### src/rtl/mult_div_unit.sv
`default_nettype none
// mult_div_unit: 32-bit signed multiply (radix-2 Booth) and divide (restoring),
// one result bit per cycle; results land in HI/LO on the Done cycle.
module mult_div_unit (
  input  logic        clock,
  input  logic        reset,
  input  logic        MULT_OP,
  input  logic        DIV_OP,
  input  logic [31:0] A,
  input  logic [31:0] B,
  output logic [31:0] HI,
  output logic [31:0] LO,
  output logic        Busy,
  output logic        Done,
  output logic        DivZero
);

  typedef enum logic [1:0] {
    IDLE     = 2'd0,
    MULT_RUN = 2'd1,
    DIV_RUN  = 2'd2,
    DONE     = 2'd3
  } state_t;

  state_t      state;
  logic [4:0]  count;
  logic        op_q;
  logic [31:0] opnd;
  logic [31:0] acc_hi;
  logic [31:0] acc_lo;
  logic        acc_qm1;
  logic        neg_q;
  logic        neg_r;

  logic        start;
  logic [31:0] abs_a;
  logic [31:0] abs_b;

  assign start = (state == IDLE) && (MULT_OP || DIV_OP) && !op_q;
  assign abs_a = A[31] ? -A : A;
  assign abs_b = B[31] ? -B : B;

  // Booth step: the 33-bit sum keeps the -2^31 multiplicand exact before the shift.
  logic [32:0] booth_sum;
  logic [31:0] booth_hi;
  logic [31:0] booth_lo;
  logic        booth_qm1;

  always_comb begin
    booth_sum = {acc_hi[31], acc_hi};
    case ({acc_lo[0], acc_qm1})
      2'b01:   booth_sum = {acc_hi[31], acc_hi} + {opnd[31], opnd};
      2'b10:   booth_sum = {acc_hi[31], acc_hi} - {opnd[31], opnd};
      default: booth_sum = {acc_hi[31], acc_hi};
    endcase
    booth_hi  = booth_sum[32:1];
    booth_lo  = {booth_sum[0], acc_lo[31:1]};
    booth_qm1 = acc_lo[0];
  end

  // Restoring step: acc_hi is the partial remainder, acc_lo shifts dividend out and quotient in.
  logic [32:0] trial;
  logic [31:0] div_hi;
  logic [31:0] div_lo;
  logic [31:0] quot_fix;
  logic [31:0] rem_fix;

  always_comb begin
    trial    = {acc_hi, acc_lo[31]} - {1'b0, opnd};
    div_hi   = trial[32] ? {acc_hi[30:0], acc_lo[31]} : trial[31:0];
    div_lo   = {acc_lo[30:0], ~trial[32]};
    quot_fix = neg_q ? -div_lo : div_lo;
    rem_fix  = neg_r ? -div_hi : div_hi;
  end

  always_ff @(posedge clock) begin
    if (reset) begin
      state   <= IDLE;
      count   <= 5'd0;
      op_q    <= 1'b0;
      opnd    <= 32'd0;
      acc_hi  <= 32'd0;
      acc_lo  <= 32'd0;
      acc_qm1 <= 1'b0;
      neg_q   <= 1'b0;
      neg_r   <= 1'b0;
      HI      <= 32'd0;
      LO      <= 32'd0;
      Busy    <= 1'b0;
      Done    <= 1'b0;
      DivZero <= 1'b0;
    end else begin
      op_q <= MULT_OP | DIV_OP;
      Done <= 1'b0;
      case (state)
        IDLE: begin
          if (start) begin
            count   <= 5'd0;
            DivZero <= 1'b0;
            if (MULT_OP) begin
              opnd    <= A;
              acc_hi  <= 32'd0;
              acc_lo  <= B;
              acc_qm1 <= 1'b0;
              state   <= MULT_RUN;
              Busy    <= 1'b1;
            end else if (B == 32'd0) begin
              state   <= DONE;
              Done    <= 1'b1;
              DivZero <= 1'b1;
            end else begin
              opnd   <= abs_b;
              acc_hi <= 32'd0;
              acc_lo <= abs_a;
              neg_q  <= A[31] ^ B[31];
              neg_r  <= A[31];
              state  <= DIV_RUN;
              Busy   <= 1'b1;
            end
          end
        end
        MULT_RUN: begin
          acc_hi  <= booth_hi;
          acc_lo  <= booth_lo;
          acc_qm1 <= booth_qm1;
          count   <= count + 5'd1;
          if (count == 5'd31) begin
            HI    <= booth_hi;
            LO    <= booth_lo;
            state <= DONE;
            Busy  <= 1'b0;
            Done  <= 1'b1;
          end
        end
        DIV_RUN: begin
          acc_hi <= div_hi;
          acc_lo <= div_lo;
          count  <= count + 5'd1;
          if (count == 5'd31) begin
            HI    <= rem_fix;
            LO    <= quot_fix;
            state <= DONE;
            Busy  <= 1'b0;
            Done  <= 1'b1;
          end
        end
        DONE: state <= IDLE;
        default: state <= IDLE;
      endcase
    end
  end

endmodule
`default_nettype wire

### config.mk
export PLATFORM = sky130hd
export DESIGN_NAME = mult_div_unit
export DESIGN_NICKNAME = d
export VERILOG_FILES = /design/src/rtl/mult_div_unit.sv
export SDC_FILE = /design/constraint.sdc
export NUM_CORES = 1
export LEC_CHECK = 0
export ABC_AREA = 1
export CELL_PAD_IN_SITES_DETAIL_PLACEMENT = 2
export CELL_PAD_IN_SITES_GLOBAL_PLACEMENT = 2
export CORE_AREA = 2 2 250 252
export CTS_BUF_LIST = sky130_fd_sc_hd__clkbuf_16
export DETAILED_ROUTE_END_ITERATION = 10
export DIE_AREA = 0 0 252 254
export PLACE_DENSITY_LB_ADDON = 0.1
export SLEW_MARGIN = 20
export SYNTH_ARGS = -nofsm -noshare
export SYNTH_HDL_FRONTEND = slang
export SYNTH_SLANG_ARGS = --single-unit
### constraint.sdc
create_clock -name clock -period 4.35 [get_ports clock]
set_clock_uncertainty 0.15 [all_clocks]
set_input_delay 0.87 -clock clock [delete_from_list [all_inputs] [get_ports clock]]
set_output_delay 0.87 -clock clock [all_outputs]
set_load 0.05 [all_outputs]
==> results of run 1 <==
==> worst max-delay path by stage <==
stage | endpoint | cells after the start
floorplan | LO[28] | 32
global placement | HI[31] | 28
detailed placement | HI[26] | 28
CTS | LO[30] | 30
global route | HI[31] | 31
finish | HI[31] | 30
==> repair_timing <==
action                                  4_1_cts  5_1_grt
setup buffers                                33       25
resized for setup                           140      231
endpoints found under the hold margin         0        0
pin swaps                                    35       71
endpoints found under the setup margin       43       45
==> registers in the layout (all words and copies together), names as in the netlist <==
register	flops
acc_qm1	1
count	5
opnd	32
Busy	1
Done	1
state	2
acc_lo	32
neg_q	1
op_q	1
HI	32
LO	32
acc_hi	32
neg_r	1
DivZero	1
==> metal layers <==
layer	vias to the layer above	wire length (µm)	part of all wire, %
met5	-	0	0
met4	0	6790	6.5
met3	192	2180	2.1
met2	373	54700	52
met1	11600	40500	39
li1	10900	-	-
==> critical path, delay by kind of cell (launching register included) <==
family                   cells  cell delay, ps
AND/OR/NAND/NOR             11            1390
adder cells (fa/ha/maj)      1             260
flip-flops                   1             360
buffers and inverters       12            1190
XOR/XNOR                     1             200
AO/OA/AOI/OAI                5             720
==> power groups by stage <==
| stage | Clock, W | Sequential, W | Combinational (W) |
|---|---|---|---|
| 3_5_place_dp | 0 | 0.00220 | 0.0105 |
| 5_1_grt | 0.00174 | 0.00224 | 0.0131 |
| 3_3_place_gp | 0 | 0.00218 | 0.0101 |
| 4_1_cts | 0.00169 | 0.00218 | 0.0111 |
| 6_report | 0.00165 | 0.00221 | 0.0121 |
| 2_1_floorplan | 0 | 0.00212 | 0.00562 |
==> kinds of logic (layout without fill, tap and decap cells) <==
family | after synthesis | in the layout | synth area share (%)
xor gates and xnor gates | 89 | 89 | 4.41
DFF | 174 | 174 | 19.7
buffers and inverters | 564 | 1007 | 12.3
adders and majority gates | 78 | 78 | 5.61
and+or+nand+nor | 1500 | 1500 | 35.9
AOI/OAI and AO/OA | 680 | 680 | 22.0
==> cell usage after synthesis, types with 16 or more instances <==
| cell | n | area share, % |
|---|---|---|
| nand2_1 | 851 | 18 |
| inv_1 | 421 | 8.9 |
| nor2_1 | 282 | 6.0 |
| o21ai_0 | 247 | 7.0 |
| a21oi_1 | 222 | 6.3 |
| nand3_1 | 175 | 5.0 |
| dfxtp_1 | 174 | 20 |
| clkbuf_1 | 108 | 2.3 |
| ha_1 | 76 | 5.4 |
| xor2_1 | 73 | 3.6 |
| nor3_1 | 48 | 1.4 |
| o211ai_1 | 48 | 2.0 |
| a31oi_1 | 39 | 1.4 |
| o22ai_1 | 38 | 1.3 |
| nand4_1 | 31 | 1.1 |
| or2_2 | 25 | 0.89 |
| nand2_2 | 22 | 0.78 |
| a211oi_1 | 21 | 0.89 |
| nand3b_1 | 16 | 0.68 |
| xnor2_1 | 16 | 0.79 |
==> stage by stage <==
step	setup TNS (ps)	power, W	instances	worst slack, ps
3_3_place_gp	-6910	0.0123	4230	-500
4_1_cts	-0.0666	0.0150	4295	-0.0666
6_report	-453	0.0160	4318	-88.2
2_1_floorplan	0	0.00774	3085	105
5_1_grt	-6540	0.0171	4318	-362
3_5_place_dp	-11670	0.0127	4230	-619
==> layout make-up <==
class	count	area (µm²)	area share, %
clock buffer	17	425	1.73
clock inverter	15	155	0.631
inverter	434	1640	6.66
multi-input combinational	2347	13400	54.4
sequential	174	3500	14.2
tap	790	988	4.02
timing repair buffer	541	4520	18.4
==> flow_metrics.env, run 1 <==
export IMPL_drt_first_pass_iters=5
export IMPL_crit_path_max_incr_delay_ps=360
export IMPL_grt_util_all_layers_pct=31.5
export IMPL_ys_seq_elements=174
export IMPL_diodes=0
export IMPL_grt_first_pass_wirelength_um=152000
export IMPL_place_congestion=0.910
export IMPL_port_buffers=134
export IMPL_netSwitchingFraction_pct=56.0
export IMPL_rsz0062_at_grt="yes"
export IMPL_crit_path_end_kind="flop"
export IMPL_wl_per_cell_um=24.1
export IMPL_clk_transition_reported_paths_ps=80
export IMPL_drive_gt1_share_pct=21.2
export IMPL_gr_usage_met1_pct=34.4
export IMPL_worstSetupPathType="reg -> reg"
export IMPL_gr_max_usage_layer="met2"
export IMPL_die_w_um=252
export IMPL_outcome="complete, but fails checks"
export IMPL_hp_class="reg -> reg"
export IMPL_seq_power_share_pct=13.8
export IMPL_tightest_slew_ps=1100
export IMPL_clkLatencyLatePin_ps=510
export IMPL_holdPathEnd="HI[12]"
export IMPL_via_per_inst=5.35
export IMPL_cap_viol_max_count=0
export IMPL_core_um2=61300
export IMPL_die_h_um=254
export IMPL_cp_max_fo=3
export IMPL_power_density_nw_per_um2=650
export IMPL_finalHoldViolations=0
export IMPL_hpwl_um=81700
export IMPL_p_switching_w=0.00894
export IMPL_syn_area_um2=17700
export IMPL_worst_path_most_repeated_cell="buf_4"
export IMPL_fin_ws_ps=-88.2
export IMPL_num_rows=91
export IMPL_reg2reg_to="HI[31]"
export IMPL_leakagePower_nw=11.6
export IMPL_hold_buffers=0
export IMPL_holdPathStages=2
export IMPL_ys_types=59
export IMPL_timing_final_max_slew_violations=0
export IMPL_reg2regPathDepth=30
export IMPL_fmax_mhz=225
export IMPL_final_cell_mix="812 x nand2_1, 399 x inv_1, 386 x buf_4"
export IMPL_cts_buffers=17
export IMPL_syn_area_per_cell_um2=5.73
export IMPL_drt_total_wl_um=104000
export IMPL_required_ps=4570
export IMPL_syn_inst=3085
export IMPL_violations="negative setup slack"
export IMPL_yosysWarningCount=0
export IMPL_min_from="HI[12]"
export IMPL_synth_edf_count=0
export IMPL_cp_arrival_ps=4660
export IMPL_clock_sinks=174
export IMPL_setup_worst_path_start="opnd[0]"
export IMPL_htreeDepth=4
export IMPL_cts_tree="yes"
export IMPL_vdd_ir_drop_max_uv=372
export IMPL_clockBufferDepth=2
export IMPL_met2_usage_pct=59.7
export IMPL_ios=135
export IMPL_use_met3_pct=2.42
export IMPL_p_int_w=0.00704
export IMPL_max_slew_margin_pct=26.6
export IMPL_antenna_found_initial=2
export IMPL_ys_flop_type="dfxtp_1"
export IMPL_clkPwrFrac_pct=10.3
export IMPL_period_needed_ps=4440
export IMPL_vias=23100
export IMPL_drtAntennaViolNets=0
export IMPL_grt_ovfl_total=0
export IMPL_hold_ws_ps=322
export IMPL_placed_cell_area_um2=22200
export IMPL_start_kind="flop"
export IMPL_area_growth_pct=39.2
export IMPL_synth_seq_area_share_pct=19.7
export IMPL_syn_nets=3231
export IMPL_slowest_stage="dfxtp_4"
export IMPL_grt_pass1_vias=25000
export IMPL_grt_max_degree=78
export IMPL_initial_utilization_pct=28.8
export IMPL_final_util_pct=40.2
export IMPL_setup_violations_final=9
export IMPL_fin_nets=3661
export IMPL_fillers=7502
export IMPL_fin_area_um2=24600
export IMPL_ctsRootBufferMaster="clkbuf_16"
export IMPL_die_area_um2=64000
export IMPL_r2r_start="opnd[0]"
export IMPL_layout_commonest_cell="nand2_1"
export IMPL_synthArstFlopShare_pct=0
export IMPL_pwr_share_comb_pct=75.8
export IMPL_reg2reg_slack_ps=-90
export IMPL_period_share_pct=102
export IMPL_drc_errors=0
export IMPL_drt_iter0_markers=1074
Power figures use the tool's default switching activity.
==> run 2: changes to the inputs <==
- CORE_AREA: 2 2 250 252 -> 2 2 190 332
- DIE_AREA: 0 0 252 254 -> 0 0 192 334
==> run 2 against run 1 <==
The run still ends with negative setup slack left. Hold slack improved by 6.7 ps. Sequential share of layout area fell by 0.33 points. Via count rose by 3.3%. Global-route usage rose by 4.0 points. Clock power rose by 10%. First-iteration DRC count fell by 0.28%. Clock-buffer cell count did not move. Critical path depth fell by 3. Die area rose by 0.19%. Largest power group unchanged.
==> flow_metrics.env, run 2 (synthesis gave the netlist of run 1 again) <==
export IMPL_diodes=0
export IMPL_drive_gt1_share_pct=22.6
export IMPL_max_slew_margin_pct=25.4
export IMPL_violations="negative setup slack"
export IMPL_fmax_mhz=220
export IMPL_hold_buffers=0
export IMPL_antenna_found_initial=2
export IMPL_setup_worst_path_start="opnd[2]"
export IMPL_fin_ws_ps=-202
export IMPL_die_w_um=192
export IMPL_place_congestion=0.975
export IMPL_via_per_inst=5.45
export IMPL_grt_util_all_layers_pct=35.5
export IMPL_hold_ws_ps=329
export IMPL_p_switching_w=0.00958
export IMPL_die_h_um=334
export IMPL_grt_pass1_vias=26500
export IMPL_grt_first_pass_wirelength_um=167000
export IMPL_timing_final_max_slew_violations=0
export IMPL_clkLatencyLatePin_ps=490
export IMPL_core_um2=61800
export IMPL_p_int_w=0.00739
export IMPL_reg2reg_slack_ps=-200
export IMPL_hp_class="reg -> reg"
export IMPL_tightest_slew_ps=1110
export IMPL_netSwitchingFraction_pct=56.5
export IMPL_hpwl_um=92000
export IMPL_area_growth_pct=42.3
export IMPL_grt_max_degree=78
export IMPL_vdd_ir_drop_max_uv=381
export IMPL_drt_total_wl_um=117000
export IMPL_r2r_start="opnd[2]"
export IMPL_seq_power_share_pct=12.9
export IMPL_start_kind="flop"
export IMPL_clkPwrFrac_pct=10.7
export IMPL_reg2regPathDepth=27
export IMPL_clk_transition_reported_paths_ps=90
export IMPL_required_ps=4620
export IMPL_finalHoldViolations=0
export IMPL_num_rows=121
export IMPL_cts_tree="yes"
export IMPL_ctsRootBufferMaster="clkbuf_16"
export IMPL_period_needed_ps=4550
export IMPL_final_cell_mix="812 x nand2_1, 430 x buf_4, 395 x inv_1"
export IMPL_cap_viol_max_count=0
export IMPL_power_density_nw_per_um2=675
export IMPL_htreeDepth=4
export IMPL_period_share_pct=105
export IMPL_rsz0062_at_grt="yes"
export IMPL_cts_buffers=17
export IMPL_worstSetupPathType="reg -> reg"
export IMPL_layout_commonest_cell="nand2_1"
export IMPL_cp_arrival_ps=4820
export IMPL_die_area_um2=64100
export IMPL_initial_utilization_pct=28.6
export IMPL_drt_first_pass_iters=5
export IMPL_pwr_share_comb_pct=76.4
export IMPL_setup_violations_final=14
export IMPL_reg2reg_to="HI[15]"
export IMPL_clock_sinks=174
export IMPL_crit_path_end_kind="flop"
export IMPL_ios=135
export IMPL_endpoint="HI[15]"
export IMPL_wl_per_cell_um=26.6
export IMPL_vias=23900
export IMPL_drt_iter0_markers=1071
export IMPL_grt_ovfl_total=0
export IMPL_fin_nets=3710
export IMPL_clockBufferDepth=2
export IMPL_total_power_w=0.0170
export IMPL_port_buffers=134
export IMPL_leakagePower_nw=11.8
export IMPL_outcome="complete, but fails checks"
export IMPL_cp_max_fo=5
export IMPL_drc_errors=0
export IMPL_drtAntennaViolNets=0
## run 2: what timing repair did
action / 4_1_cts / 5_1_grt
resized for setup: 194 / 170
buffers inserted: 32 / 20
endpoints found under the setup margin: 42 / 48
pin swaps: 79 / 86
endpoints found under the hold margin: 0 / 0
## run 2: power by group through the flow
stage | combinational [W] | clock [W] | sequential, W
2_1_floorplan | 0.00562 | 0 | 0.00212
3_3_place_gp | 0.0107 | 0 | 0.00217
3_5_place_dp | 0.0111 | 0 | 0.00218
4_1_cts | 0.0120 | 0.00184 | 0.00216
5_1_grt | 0.0138 | 0.00191 | 0.00222
6_report | 0.0130 | 0.00182 | 0.00219
## run 2: how the worst min path moves through the flow
stage	slack [ps]	from	to	depth (start not counted)
2_1_floorplan	300	count[4]	count[4]	2
3_3_place_gp	310	HI[21]	HI[21]	2
3_5_place_dp	310	HI[18]	HI[18]	2
4_1_cts	330	HI[18]	HI[18]	2
5_1_grt	340	HI[8]	HI[8]	2
6_report	330	HI[2]	HI[2]	2
## run 2: critical path: stages (launching register included)
cell      delay (ps)
dfxtp_2          350
nor3_4           220
nand2_2          110
nor3_4           200
buf_6            150
inv_4             50
nor2_1           170
buf_4            140
nor2_1            50
xor2_1           210
inv_1             80
ha_1             300
buf_4            140
nand2_1           90
nor2_1           180
nand2_1          100
nand2_2          130
a21boi_2          80
buf_4            160
buf_12           110
or2_2            260
nand3_1          140
o21ai_2           90
buf_4            180
o21ai_1          210
a21oi_2          140
buf_4            150
a21oi_1          110
## run 2: final cells by class
| type | count | area, µm² |
|---|---|---|
| Clock buffer | 17 | 425 |
| Clock inverter | 15 | 239 |
| Fill cell | 7684 | 36600 |
| Inverter | 434 | 1640 |
| Multi-Input combinational cell | 2347 | 13400 |
| Sequential cell | 174 | 3500 |
| Tap cell | 799 | 1000 |
| Timing Repair Buffer | 590 | 4940 |
## run 2: per-stage QoR
step	setup WS, ps	setup TNS, ps	util (%)	cell area (µm²)	cells
2_1_floorplan	105	0	-	17700	3085
3_5_place_dp	-719	-12770	36.7	22600	4293
3_3_place_gp	-429	-5900	36.7	22600	4293
4_1_cts	-90.0	-317	39.4	24300	4357
6_report	-202	-1080	40.7	25200	4376
5_1_grt	-406	-8270	40.7	25200	4376
## run 2: per-layer routing
layer	share of wire, %	up-vias	wire length [µm]	GRT usage, %
met1	33	11900	38300	32.3
li1	-	11000	-	-
met3	2.3	367	2740	3.17
met5	0	-	0	0
met4	14	0	15900	38.8
met2	51	571	59600	65.1
==> run 3: changes to the inputs <==
==> constraint.sdc (replaced) <==
create_clock -name clock -period 4.35 [get_ports clock]
set_clock_uncertainty 0.15 [all_clocks]
set_input_delay 0.435 -clock clock [delete_from_list [all_inputs] [get_ports clock]]
set_output_delay 0.435 -clock clock [all_outputs]
set_load 0.05 [all_outputs]
==> run 3 against run 2 <==
The run still ends with negative setup slack left. Sequential power about the same. Clock-buffer cell count unchanged. Via count decreased by 1.5%. Critical endpoint is now HI[31].
==> flow_metrics.env, run 3 (synthesis gave the netlist of run 1 again) <==
export IMPL_outcome="complete, but fails checks"
export IMPL_violations="negative setup slack"
export IMPL_ios=135
export IMPL_grt_max_degree=78
export IMPL_hold_buffers=0
export IMPL_timing_final_max_slew_violations=0
export IMPL_worst_path_most_repeated_cell="nand2_2"
export IMPL_hpwl_um=91000
export IMPL_die_w_um=192
export IMPL_clk_transition_reported_paths_ps=80
export IMPL_p_switching_w=0.00939
export IMPL_grt_ovfl_total=0
export IMPL_die_area_um2=64100
export IMPL_drt_first_pass_iters=5
export IMPL_antenna_found_initial=2
export IMPL_seq_power_share_pct=13.2
export IMPL_wl_per_cell_um=26.5
export IMPL_area_growth_pct=40.0
export IMPL_finalHoldViolations=0
export IMPL_netSwitchingFraction_pct=56.6
export IMPL_clock_sinks=174
export IMPL_crit_path_end_kind="flop"
export IMPL_vias=23500
export IMPL_worstSetupPathType="reg -> reg"
export IMPL_layout_commonest_cell="nand2_1"
export IMPL_required_ps=4620
export IMPL_cts_tree="yes"
export IMPL_place_inst=4242
export IMPL_place_congestion=0.930
export IMPL_drtAntennaViolNets=0
export IMPL_port_buffers=134
export IMPL_max_slew_margin_pct=21.6
export IMPL_ctsRootBufferMaster="clkbuf_16"
export IMPL_cp_max_fo=3
export IMPL_vdd_ir_drop_max_uv=413
export IMPL_drt_total_wl_um=115000
export IMPL_drive_gt1_share_pct=21.7
export IMPL_htreeDepth=4
export IMPL_num_rows=121
export IMPL_core_um2=61800
export IMPL_drt_iter0_markers=924
export IMPL_p_int_w=0.00721
export IMPL_period_share_pct=106
export IMPL_power_density_nw_per_um2=671
export IMPL_drc_errors=0
export IMPL_grt_util_all_layers_pct=35.2
export IMPL_start_kind="flop"
export IMPL_finalSetupTns_ps=-1610
export IMPL_period_needed_ps=4620
export IMPL_clockBufferDepth=2
export IMPL_clkLatencyLatePin_ps=500
export IMPL_fmax_mhz=216
export IMPL_cp_arrival_ps=4890
export IMPL_fin_nets=3665
export IMPL_pwr_share_comb_pct=76.1
export IMPL_clkPwrFrac_pct=10.6
export IMPL_layoutNonFillerInstCount=4332
export IMPL_tightest_slew_ps=1170
export IMPL_via_per_inst=5.43
export IMPL_initial_utilization_pct=28.6
export IMPL_cap_viol_max_count=0
export IMPL_grt_first_pass_wirelength_um=164000
export IMPL_slowest_stage="dfxtp_4"
export IMPL_die_h_um=334
export IMPL_rsz0062_at_grt="yes"
export IMPL_final_cell_mix="809 x nand2_1, 397 x inv_1, 385 x buf_4"
export IMPL_fin_ws_ps=-271
export IMPL_hp_class="in -> reg"
export IMPL_cts_buffers=17
export IMPL_grt_pass1_vias=26200
export IMPL_leakagePower_nw=11.5
export IMPL_crit_path_max_incr_delay_ps=370
export IMPL_setup_violations_final=13
## run 3: cell types whose count changed in the layout (fill, tap and decap cells not counted), moves of 4 or more
cell / change
buf_6: +5
o21ai_1: +5
nor2_2: +6
inv_2: -4
buf_4: -45
## run 3: area by class of cell
class | instances | area (µm²)
sequential | 174 | 3510
antenna | 1 | 2.50
clock inverter | 15 | 223
multi-input combinational | 2347 | 13400
tap | 799 | 1000
clock buffer | 17 | 425
fill | 7702 | 37000
timing repair buffer | 545 | 4570
inverter | 434 | 1650
## run 3: final timing paths
check | from | endpoint | slack, ps | depth (start not counted)
setup / recovery | opnd[0] | HI[31] | -270 | 29
setup reg to reg | opnd[0] | HI[31] | -270 | 29
hold reg to reg | LO[13] | LO[13] | 330 | 2
hold / removal | MULT_OP | op_q | 100 | 3
## run 3: metrics by stage
stage | cell area [µm²] | util (%) | hold WS (ps) | setup slack [ps] | total power, W
detailed placement | 22200 | 36.0 | 314 | -785 | 0.0130
CTS | 23600 | 38.1 | 96.5 | -163 | 0.0154
global placement | 22200 | 36.0 | 307 | -414 | 0.0126
floorplan | 17700 | - | 299 | 105 | 0.00774
global route | 24700 | 40.0 | 119 | -470 | 0.0176
finish | 24700 | 40.0 | 98.2 | -271 | 0.0166
## run 3: power by group through the flow
stage | Sequential (W) | Clock [W] | Combinational [W]
finish | 0.00220 | 0.00177 | 0.0126
global route | 0.00222 | 0.00185 | 0.0135
detailed placement | 0.00219 | 0 | 0.0108
global placement | 0.00218 | 0 | 0.0104
floorplan | 0.00212 | 0 | 0.00562
CTS | 0.00217 | 0.00179 | 0.0115
## run 3: critical path, delay by kind of cell (launching register included)
kind | cells | cell delay (ps)
AOI/OAI and AO/OA | 3 | 290
adders and majority gates | 1 | 260
DFF | 1 | 370
buffers and inverters | 7 | 900
xor gates and xnor gates | 1 | 160
and+or+nand+nor | 17 | 2410
## run 3: repair_timing
| item | CTS | global route |
|---|---|---|
| pin swaps | 45 | 96 |
| endpoints found under the setup margin | 45 | 51 |
| resized for setup | 150 | 220 |
| endpoints found under the hold margin | 0 | 0 |
| setup buffers | 28 | 30 |
## run 3: per-layer routing
metal,global-route usage (%),vias to the layer above,part of all wire [%]
li1,-,11000,-
met1,32.0,11700,33
met2,64.7,516,52
met3,3.17,303,2.2
met4,37.5,0,12
met5,0,-,0
